## config.mk

```make
export PLATFORM = sky130hd
export DESIGN_NAME = mul_sched
export DESIGN_NICKNAME = d
export VERILOG_FILES = /design/src/rtl/mul_sched_pkg.sv /design/src/rtl/mul_sched_arb.sv /design/src/rtl/mul_sched.sv
export SDC_FILE = /design/constraint.sdc
export NUM_CORES = 1
export LEC_CHECK = 0
export ABC_AREA = 1
export ABC_CLOCK_PERIOD_IN_PS = 2900
export CAP_MARGIN = 20
export CORE_MARGIN = 2
export CORE_UTILIZATION = 23
export CTS_BUF_LIST = sky130_fd_sc_hd__clkbuf_4 sky130_fd_sc_hd__clkbuf_8
export DETAILED_ROUTE_END_ITERATION = 6
export PLACE_DENSITY = 0.53
export SKIP_CTS_REPAIR_TIMING = 1
export SYNTH_ARGS = -nofsm -noshare
export SYNTH_HDL_FRONTEND = slang
export SYNTH_SLANG_ARGS = --single-unit
```

## constraint.sdc

```tcl
create_clock -name clk -period 2.9 [get_ports clk]
set_input_delay 0.725 -clock clk [delete_from_list [all_inputs] [get_ports clk]]
set_output_delay 0.725 -clock clk [all_outputs]
set_load 0.02 [all_outputs]
```

## src/rtl/mul_sched_pkg.sv

```systemverilog
// Shared types and constants for the mul_sched multiplier sequencer.
package mul_sched_pkg;

    localparam int unsigned DefaultW = 32;

    localparam logic REQ0 = 1'b0;
    localparam logic REQ1 = 1'b1;

    typedef enum logic [2:0] {
        StIdle,
        StLoad,
        StRun,
        StDrain,
        StResp
    } state_e;

endpackage

```

## src/rtl/mul_sched_arb.sv

```systemverilog
// Two-way round-robin arbiter; purely combinational, the history bit lives in the caller.
module rr_arb2
    import mul_sched_pkg::*;
(
    input  logic [1:0] req,
    input  logic       last_grant,
    input  logic       enable,
    output logic       grant,
    output logic       grant_valid
);

    always_comb begin
        grant_valid = enable & (|req);
        if (req == 2'b11) begin
            grant = ~last_grant;
        end else if (req[1]) begin
            grant = REQ1;
        end else begin
            grant = REQ0;
        end
    end

endmodule

```

## src/rtl/mul_sched.sv

```systemverilog
// Shares one multi-cycle shift-add multiplier between two requesters: round-robin grant,
// W datapath steps, then a held valid/ready response to the owner.
module mul_sched
    import mul_sched_pkg::*;
#(
    parameter int unsigned W = DefaultW
) (
    input  logic           clk,
    input  logic           rst,
    input  logic [1:0]     req_valid,
    input  logic [2*W-1:0] req_a,
    input  logic [2*W-1:0] req_b,
    output logic [1:0]     req_ready,
    output logic           dp_load,
    output logic [W-1:0]   dp_a,
    output logic [W-1:0]   dp_b,
    output logic           dp_step,
    input  logic [2*W-1:0] dp_product,
    output logic [1:0]     rsp_valid,
    output logic [2*W-1:0] rsp_product,
    input  logic [1:0]     rsp_ready,
    output logic           busy,
    output logic           owner
);

    localparam int unsigned CW = (W > 1) ? $clog2(W) : 1;
    localparam logic [CW-1:0] LastCount = CW'(W - 1);

    state_e           state_q, state_d;
    logic [CW-1:0]    count_q;
    logic             owner_q;
    logic             last_grant_q;
    logic [W-1:0]     dp_a_q, dp_b_q;
    logic [2*W-1:0]   rsp_product_q;
    logic             arb_en;
    logic             grant;
    logic             grant_valid;

    assign arb_en = (state_q == StIdle);

    rr_arb2 u_arb (
        .req         (req_valid),
        .last_grant  (last_grant_q),
        .enable      (arb_en),
        .grant       (grant),
        .grant_valid (grant_valid)
    );

    always_ff @(posedge clk) begin
        if (rst) begin
            state_q <= StIdle;
        end else begin
            state_q <= state_d;
        end
    end

    always_comb begin
        state_d = state_q;
        unique case (state_q)
            StIdle:  if (grant_valid) state_d = StLoad;
            StLoad:  state_d = StRun;
            StRun:   if (count_q == LastCount) state_d = StDrain;
            StDrain: state_d = StResp;
            StResp:  if (rsp_ready[owner_q]) state_d = StIdle;
            default: state_d = StIdle;
        endcase
    end

    always_ff @(posedge clk) begin
        if (rst) begin
            count_q       <= '0;
            owner_q       <= REQ0;
            last_grant_q  <= REQ1;
            dp_a_q        <= '0;
            dp_b_q        <= '0;
            rsp_product_q <= '0;
        end else begin
            if (grant_valid) begin
                owner_q      <= grant;
                last_grant_q <= grant;
                dp_a_q       <= grant ? req_a[2*W-1:W] : req_a[W-1:0];
                dp_b_q       <= grant ? req_b[2*W-1:W] : req_b[W-1:0];
            end
            if (state_q == StLoad) begin
                count_q <= '0;
            end else if (state_q == StRun && count_q != LastCount) begin
                count_q <= count_q + 1'b1;
            end
            // Datapath product is valid in the cycle after the final step.
            if (state_q == StDrain) begin
                rsp_product_q <= dp_product;
            end
        end
    end

    always_comb begin
        req_ready = '0;
        rsp_valid = '0;
        dp_load   = 1'b0;
        dp_step   = 1'b0;
        busy      = (state_q != StIdle);
        unique case (state_q)
            StLoad: begin
                dp_load            = 1'b1;
                req_ready[owner_q] = 1'b1;
            end
            StRun:   dp_step = 1'b1;
            StResp:  rsp_valid[owner_q] = 1'b1;
            default: ;
        endcase
    end

    assign dp_a        = dp_a_q;
    assign dp_b        = dp_b_q;
    assign rsp_product = rsp_product_q;
    assign owner       = owner_q;

endmodule

```

==> qor.csv, run 1 <==
metric;value;unit
place_inst;1533;
ios;334;
cap_violations;0;
grt_pass1_wl;31400;um
fill_cells;2776;
clock_path_buffers;2;
max-vdd-ir-drop;0.000292;V
fin_ws;0.186;ns
post-place-ws;0.494;ns
hp-start;last_grant_q;
holdPathEnd;last_grant_q;
status;complete, no violations;
whs;0.474;ns
syn_area;6000;um^2
antenna_found_initial;1;
final_hold_viol_count;0;
cp_slowest_cell;clkdlybuf4s50_1;
detail-route-antenna-nets;0;
cts_tree;yes;
drv_slew;0;
wirelength;21000;um
grt_pass1_vias;5932;
port_buffers;333;
coreArea;25800;um^2
fin_setup_tns;0;ns
h-tree-depth;4;
leakagePower;4.29;nW
layout.nets;1417;
crit_path_cell_trace;inv_1 > nor3_2 > inv_1 > nor2_1 > clkdlybuf4s50_1;
n_antenna_cell;0;
max_stage_delay;0.62;ns
cp_num_buf_inv;3;
critPathMaxFanout;3;
synthesis.instances;907;
ys_seq_area_share;46.1;%
rsz0062_at_grt;no;
period_minus_slack;2.71;ns
drt_iter0_drc;322;
ys_warn_count;0;
path_class;reg2out;
rows;59;
rrSetupSlack;1.24;ns
r2r_start;state_q[1];
cts-root-buf;clkbuf_8;
hp-class;reg2reg;
gp_congestion;0.774;
setup_violations;0;
crit_path_start_kind;flop;
insertion_delay;0.44;ns
cp.depth;5;
post_drt_via_cell_ratio;4.11;
pwr_density_cell;606;nW/um^2
die_w;165;um
cp.arrival;1.99;ns
clock_skew;0.0189;ns
grt_max_degree;98;
cpMostUsedCell;inv_1;
clock-sinks;138;
yosys.cell_types.count;20;
cts_buffers;17;
route.detailed.drc;0;
hpwl;15200;um
floorplan.initialDensity;23.2;%
die-area;27400;um^2
r2r-end;rsp_product[3];
final-instance-count-excl-fill;1565;
avgSynthCellArea;6.61;um^2
reg2regPathDepth;5;
clock.fmax;368;MHz
setup.worst_path.end_class;output pin;
num_vias;6427;
wire_per_inst;13.4;um
cp_top_family;buffers and inverters;
drive_gt1_share;4.39;%
synth_fp_nets;1107;
first_pass_iters;6;
die_y;165;um
grt_util_all_layers;14.8;%
ys_ff_latch;138;
hold-path-cell-count;2;
overflow;0;
fin_util;38.6;%
worst_slew_pin_slew;0.616;ns
cp.required;2.17;ns
cts.clk_slew.worst_paths;0.09;ns
fin_crit_sh;93.6;%
synthToLayoutAreaGrowth;66.3;%
slew_headroom;58.9;%
## cell usage after synthesis
library cell	number	area, um^2
nand3b_1	1	7.51
inv_2	2	7.51
nand2_2	1	6.26
nand4_1	3	18.8
dfxtp_1	138	2760
inv_1	81	304
ha_1	2	25.0
a21oi_1	7	35.0
nor3_1	2	10.0
nor2_1	329	1230
nand3_1	6	30.0
buf_2	11	55.1
clkbuf_1	25	93.8
buf_1	4	15.0
buf_4	1	7.51
nand2_1	149	559
o21ai_0	98	490
nor2_4	2	22.5
o21ai_1	31	155
buf_6	14	158
## cell type report
class | count | area (um^2) | share of cell area, %
repair buffers | 346 | 3480 | 34.9
flip-flops and latches | 138 | 2760 | 27.7
multi-input cells | 631 | 2610 | 26.2
well taps | 335 | 419 | 4.20
inverters | 83 | 313 | 3.14
clock buffers | 17 | 234 | 2.35
clock inverters | 15 | 153 | 1.53
## cells in the final DEF, fill, tap and decap left out, drive strengths merged, types with 3 or more instances in the layout
cell | Yosys | routed
clkdlybuf4s50 | 0 | 333
nand4 | 3 | 3
clkbuf | 25 | 17
clkinvlp | 0 | 3
nor2 | 331 | 331
inv | 83 | 92
dfxtp | 138 | 138
nand2 | 150 | 150
a21oi | 7 | 7
buf | 30 | 13
o21ai | 129 | 129
nand3 | 6 | 6
## routing by layer
layer | GRT usage (%) | part of all wire (%) | up-vias
li1 | - | - | 3381
met1 | 17.7 | 43 | 2794
met2 | 23.7 | 44 | 240
met3 | 7.32 | 12 | 10
met4 | 3.49 | 0.91 | 2
met5 | 0 | 0.057 | -
## flip-flops by register name, indices dropped and copies added, names as in the netlist
signal and flops:
dp_b 32, owner 1, count_q 5, rsp_product 64, state_q 3, dp_a 32
last_grant_q 1
## worst max path at each step
stage | from | endpoint
after floorplan | state_q[0] | req_ready[0]
after global placement | req_valid[0] | dp_b[1]
after detailed placement | req_valid[0] | dp_b[1]
after CTS | state_q[0] | req_ready[1]
after global routing | state_q[1] | rsp_valid[1]
final | state_q[0] | req_ready[1]
## worst reg2reg max path, cell delays in order, from the launching register on
cell     delay, ns
dfxtp_1       0.43
nand3_2       0.12
inv_2         0.35
buf_4         0.48
nor2_1        0.10
nor2_1        0.12
## cell families (layout without fill, tap and decap cells)
group | after synthesis | in the layout | share of synthesized area [%]
and+or+nand+nor | 493 | 493 | 31.5
buffers and inverters | 138 | 461 | 10.7
DFF | 138 | 138 | 46.1
adders and majority gates | 2 | 2 | 0.417
AOI/OAI and AO/OA | 136 | 136 | 11.3
## report_power, final
group          switching (W)  internal, W  total (W)
Combinational        0.00114     0.000972    0.00211
Clock               0.000908     0.000714    0.00162
Sequential          0.000142      0.00217    0.00231
## metrics by stage
step	total power (W)	cell area (um^2)
floorplan	0.00351	6000
global placement	0.00449	9580
detailed placement	0.00449	9580
CTS	0.00617	9970
global route	0.00648	9970
finish	0.00605	9970
Note: power is estimated with default switching activity, not from simulation.
==> inputs of run 2 (changes only) <==
Settings changed: CAP_MARGIN 20 to unset, CORE_MARGIN 2 to 1.5.
==> run 2 against run 1 <==
Effect of this change: non-clock buffer count is 1 lower; sequential power about the same; critical path depth is the same; count of clock-buffer cells in the layout is the same; setup slack gained 0.0099 ns; die area down 1.2%; combinational power is essentially flat; design area down 0.11%; flip-flop and latch count stayed put.
==> qor.csv, run 2 (same netlist as run 1, synthesis figures left out) <==
metric;value;unit;change
port_buffers;333;;unchanged
cp.required;2.17;ns;about the same
path_class;reg2out;;
final_common_cell;clkdlybuf4s50_1;;
period_minus_slack;2.70;ns;-0.00986 ns
clock.fmax;370;MHz;+0.36%
first_pass_iters;5;;-1
layout.nets;1416;;-0.071%
insertion_delay;0.43;ns;about the same
pwr_density_cell;598;nW/um^2;-1.4%
wl_met1;9200;um;+1.4%
cts_buffers;17;;unchanged
grt_pass1_vias;5992;;+1.0%
cpMostUsedCell;inv_1;;
place_area;9590;um^2;+0.12%
synthToLayoutAreaGrowth;66.1;%;
cp.arrival;1.98;ns;about the same
grt_pass1_wl;31900;um;+1.5%
status;complete, no violations;;
route.detailed.drc;0;;unchanged
h-tree-depth;4;;unchanged
max-vdd-ir-drop;0.000328;V;+12%
cap_violations;0;;unchanged
drv_slew;0;;unchanged
n_antenna_cell;0;;unchanged
wire_per_inst;13.5;um;+0.31%
cp_slowest_cell;clkdlybuf4s50_1;;
die_w;164;um;-0.60%
postLayoutCellArea;9960;um^2;-0.11%
fin_crit_sh;93.2;%;-0.34 points
num_vias;6432;;+0.078%
crit_path_start_kind;flop;;
drt_iter0_drc;374;;+16%
max_stage_delay;0.62;ns;about the same
final_cell_mix;333 x clkdlybuf4s50_1, 329 x nor2_1, 148 x nand2_1, 138 x dfxtp_1, 98 x o21ai_0;;
clock-sinks;138;;unchanged
coreArea;25400;um^2;-1.7%
setup.worst_path.end_class;output pin;;
power;0.00596;W;-1.5%
die-area;27100;um^2;-1.2%
met2_length;9540;um;+2.7%
cts_tree;yes;;
final_hold_viol_count;0;;unchanged
clock_skew;0.0135;ns;-0.00537 ns
ios;334;;unchanged
grt_max_degree;101;;+3.1%
grt_util_all_layers;15.2;%;+0.36 points
largest_reg_flops;64;;unchanged
cts-root-buf;clkbuf_8;;
fill_cells;2675;;-3.6%
leakagePower;4.28;nW;-0.22%
post_drt_via_cell_ratio;4.13;;+0.46%
worst_slew_pin_slew;0.735;ns;+0.119 ns
floorplan.initialDensity;23.6;%;+0.40 points
slew_headroom;51.0;%;-7.9 points
setup_violations;0;;unchanged
drive_gt1_share;4.31;%;-0.078 points
hpwl;15100;um;-0.99%
met3_length;2120;um;-15%
die_y;164;um;-0.60%
top_layer_used;met5;;
hp-class;reg2reg;;
rows;58;;-1.7%
wirelength;21000;um;about the same
clock_path_buffers;2;;unchanged
critPathMaxFanout;3;;unchanged
gp_congestion;0.806;;+4.0%
whs;0.481;ns;+0.00744 ns
crit_path_cell_trace;inv_1 > nor3_2 > inv_1 > nor2_1 > clkdlybuf4s50_1;;
detail-route-antenna-nets;0;;unchanged
cts.clk_slew.worst_paths;0.09;ns;about the same
antenna_found_initial;1;;unchanged
overflow;0;;unchanged
-- run 2: report_power, final --
| group | total, W | switching, W | internal [W] | leakage, nW |
|---|---|---|---|---|
| Combinational | 0.00210 | 0.00113 | 0.000976 | 2.97 |
| Sequential | 0.00232 | 0.000144 | 0.00217 | 1.13 |
| Clock | 0.00154 | 0.000910 | 0.000626 | 0.177 |
| Total | 0.00596 | 0.00218 | 0.00377 | 4.28 |
-- run 2: critical path: cells and delay by family, from the launching register on --
kind	cells	cell delay, ns
flip-flops	1	0.42
AND/OR/NAND/NOR	2	0.29
buffers and inverters	3	0.84
-- run 2: stage by stage --
stage,util [%],TNS [ns],instances,worst slack [ns]
after floorplan,-,0,907,0.712
after global placement,37.8,0,1527,0.628
after detailed placement,37.8,0,1527,0.584
after CTS,39.2,0,1559,0.0549
after global routing,39.2,-0.000445,1559,-0.000445
final,39.2,0,1559,0.196
-- run 2: cell type report --
class / instances / area, um^2 / area share (%)
well taps: 330 / 413 / 4.14
clock buffers: 17 / 234 / 2.35
flip-flops and latches: 138 / 2760 / 27.7
inverters: 83 / 313 / 3.14
repair buffers: 345 / 3500 / 35.1
multi-input cells: 631 / 2610 / 26.2
clock inverters: 15 / 130 / 1.31
-- run 2: final timing paths --
path,startpoint,end,slack [ns],cells past startpoint
setup / recovery,state_q[0],req_ready[1],0.20,5
hold / removal,count_q[4],count_q[4],0.48,2
setup reg to reg,count_q[0],count_q[2],1.25,10
hold reg to reg,count_q[4],count_q[4],0.48,2
-- run 2: routing by layer --
metal	up-vias	GRT usage, %
met5	-	0
met4	2	3.69
met3	10	6.38
met2	229	25.3
met1	2811	18.0
li1	3380	-
==> inputs of run 3 (changes only) <==
Settings changed: CELL_PAD_IN_SITES_DETAIL_PLACEMENT set to 0, CELL_PAD_IN_SITES_GLOBAL_PLACEMENT set to 1, GPL_ROUTABILITY_DRIVEN set to 0, MAX_ROUTING_LAYER set to met4, PLACE_DENSITY 0.53 to 0.74.
==> run 3 against run 2 <==
Effect of this change: sequential share of layout area shrank 0.052 points; critical path depth unchanged; die area is the same; largest power group unchanged; count of clock-buffer cells in the layout unchanged; register-to-register slack worse by 0.02 ns; largest cell class unchanged; global-route usage is 0.36 points higher.
==> qor.csv, run 3 (same netlist as run 1, synthesis figures left out) <==
metric;value;unit;change
grt_pass1_vias;6061;;+1.2%
cap_violations;0;;unchanged
port_buffers;333;;unchanged
cts_buffers;17;;unchanged
die_y;164;um;unchanged
clock_path_buffers;2;;unchanged
largest_reg_flops;64;;unchanged
cp.required;2.17;ns;about the same
max_stage_delay;0.61;ns;about the same
ios;334;;unchanged
coreArea;25400;um^2;unchanged
final_hold_viol_count;0;;unchanged
grt_pass1_wl;31700;um;-0.63%
cp_top_family;buffers and inverters;;
hpwl;14800;um;-1.6%
setup_violations;0;;unchanged
cts-root-buf;clkbuf_8;;
fin_util;39.3;%;+0.074 points
antenna_found_initial;1;;unchanged
die-area;27100;um^2;unchanged
leakagePower;4.33;nW;+1.2%
fin_setup_tns;0;ns;unchanged
grt_util_all_layers;15.5;%;+0.36 points
cpMostUsedCell;inv_1;;
drt_iter0_drc;311;;-17%
rsz0062_at_grt;no;;
critPathMaxFanout;3;;unchanged
crit_path_cell_trace;inv_1 > nor3_2 > inv_1 > nor2_1 > clkdlybuf4s50_1;;
final_cell_mix;331 x clkdlybuf4s50_1, 329 x nor2_1, 148 x nand2_1, 138 x dfxtp_1, 98 x o21ai_0;;
max-vdd-ir-drop;0.000251;V;-23%
synthToLayoutAreaGrowth;66.4;%;
post_drt_via_cell_ratio;4.15;;+0.62%
grt_max_degree;95;;-5.9%
fill_cells;2719;;+1.6%
wirelength;20800;um;-1.1%
worst_slew_pin_slew;0.644;ns;-0.0910 ns
route.detailed.drc;0;;unchanged
path_class;reg2out;;
num_vias;6476;;+0.68%
overflow;0;;unchanged
cts_tree;yes;;
rows;58;;unchanged
insertion_delay;0.44;ns;about the same
layout.nets;1416;;unchanged
setup.worst_path.end_class;output pin;;
drive_gt1_share;4.31;%;unchanged
hp-class;reg2reg;;
fin_crit_sh;92.3;%;-0.90 points
cp_slowest_cell;clkdlybuf4s50_1;;
period_minus_slack;2.68;ns;-0.0262 ns
final_common_cell;clkdlybuf4s50_1;;
status;complete, no violations;;
cp_num_buf_inv;3;;unchanged
detail-route-antenna-nets;0;;unchanged
wire_per_inst;13.3;um;-1.2%
cts.clk_slew.worst_paths;0.10;ns;about the same
clock_skew;0.0128;ns;-0.000710 ns
floorplan.initialDensity;23.6;%;unchanged
first_pass_iters;4;;-1
clock-sinks;138;;unchanged
slew_headroom;57.1;%;+6.1 points
cp.arrival;1.95;ns;-0.03 ns
h-tree-depth;4;;unchanged
clock.fmax;373;MHz;+0.98%
pwr_density_cell;598;nW/um^2;about the same
die_w;164;um;unchanged
crit_path_start_kind;flop;;
drv_slew;0;;unchanged
run 3: cell count changes in the layout (fill, tap and decap cells not counted), sizes merged:
cell / previous run / this run
clkdlybuf4s50: 333 / 331
dlymetal6s2s: 0 / 2
diode: 0 / 1
clkinv: 2 / 4
clkinvlp: 4 / 2
run 3: stage by stage:
step | setup slack, ns | instances | area [um^2] | total power [W] | hold WS [ns]
CTS | 0.0821 | 1559 | 9970 | 0.00608 | 0.479
finish | 0.222 | 1560 | 9980 | 0.00597 | 0.479
global route | 0.0300 | 1560 | 9980 | 0.00637 | 0.506
floorplan | 0.712 | 907 | 6000 | 0.00351 | 0.429
global placement | 0.557 | 1527 | 9610 | 0.00450 | 0.453
detailed placement | 0.542 | 1527 | 9610 | 0.00451 | 0.458
run 3: where the power goes:
group          leakage [nW]  internal (W)  total, W  switching, W
clock                 0.184      0.000627   0.00152      0.000895
sequential             1.13       0.00217   0.00232      0.000145
combinational          3.01      0.000999   0.00213       0.00113
run 3: per-layer routing:
| layer | GRT usage [%] | routed length [um] |
|---|---|---|
| met1 | 18.1 | 9240 |
| met2 | 24.6 | 9250 |
| met3 | 5.90 | 2040 |
| met4 | 4.91 | 265 |
| met5 | - | 0 |
run 3: area by class of cell:
cell class / instances / area (um^2) / share of cell area, %
Tap cell: 330 / 413 / 4.14
Clock inverter: 15 / 129 / 1.29
Inverter: 83 / 313 / 3.13
Sequential cell: 138 / 2760 / 27.7
Antenna cell: 1 / 2.50 / 0.0251
Timing Repair Buffer: 345 / 3520 / 35.2
Clock buffer: 17 / 234 / 2.34
Multi-Input combinational cell: 631 / 2610 / 26.2
run 3: worst paths after layout:
| check | slack [ns] | from | cells past startpoint | to |
|---|---|---|---|---|
| setup / recovery | 0.22 | state_q[0] | 5 | req_ready[1] |
| hold / removal | 0.48 | count_q[4] | 2 | count_q[4] |
| setup reg to reg | 1.23 | count_q[0] | 10 | count_q[2] |
| hold reg to reg | 0.48 | count_q[4] | 2 | count_q[4] |
run 3: tightest hold or removal path: cells and delay by family, from the launching register on:
| kind | cells | cell delay (ns) |
|---|---|---|
| AOI/OAI and AO/OA | 1 | 0.05 |
| DFF | 1 | 0.33 |
| and+or+nand+nor | 1 | 0.06 |
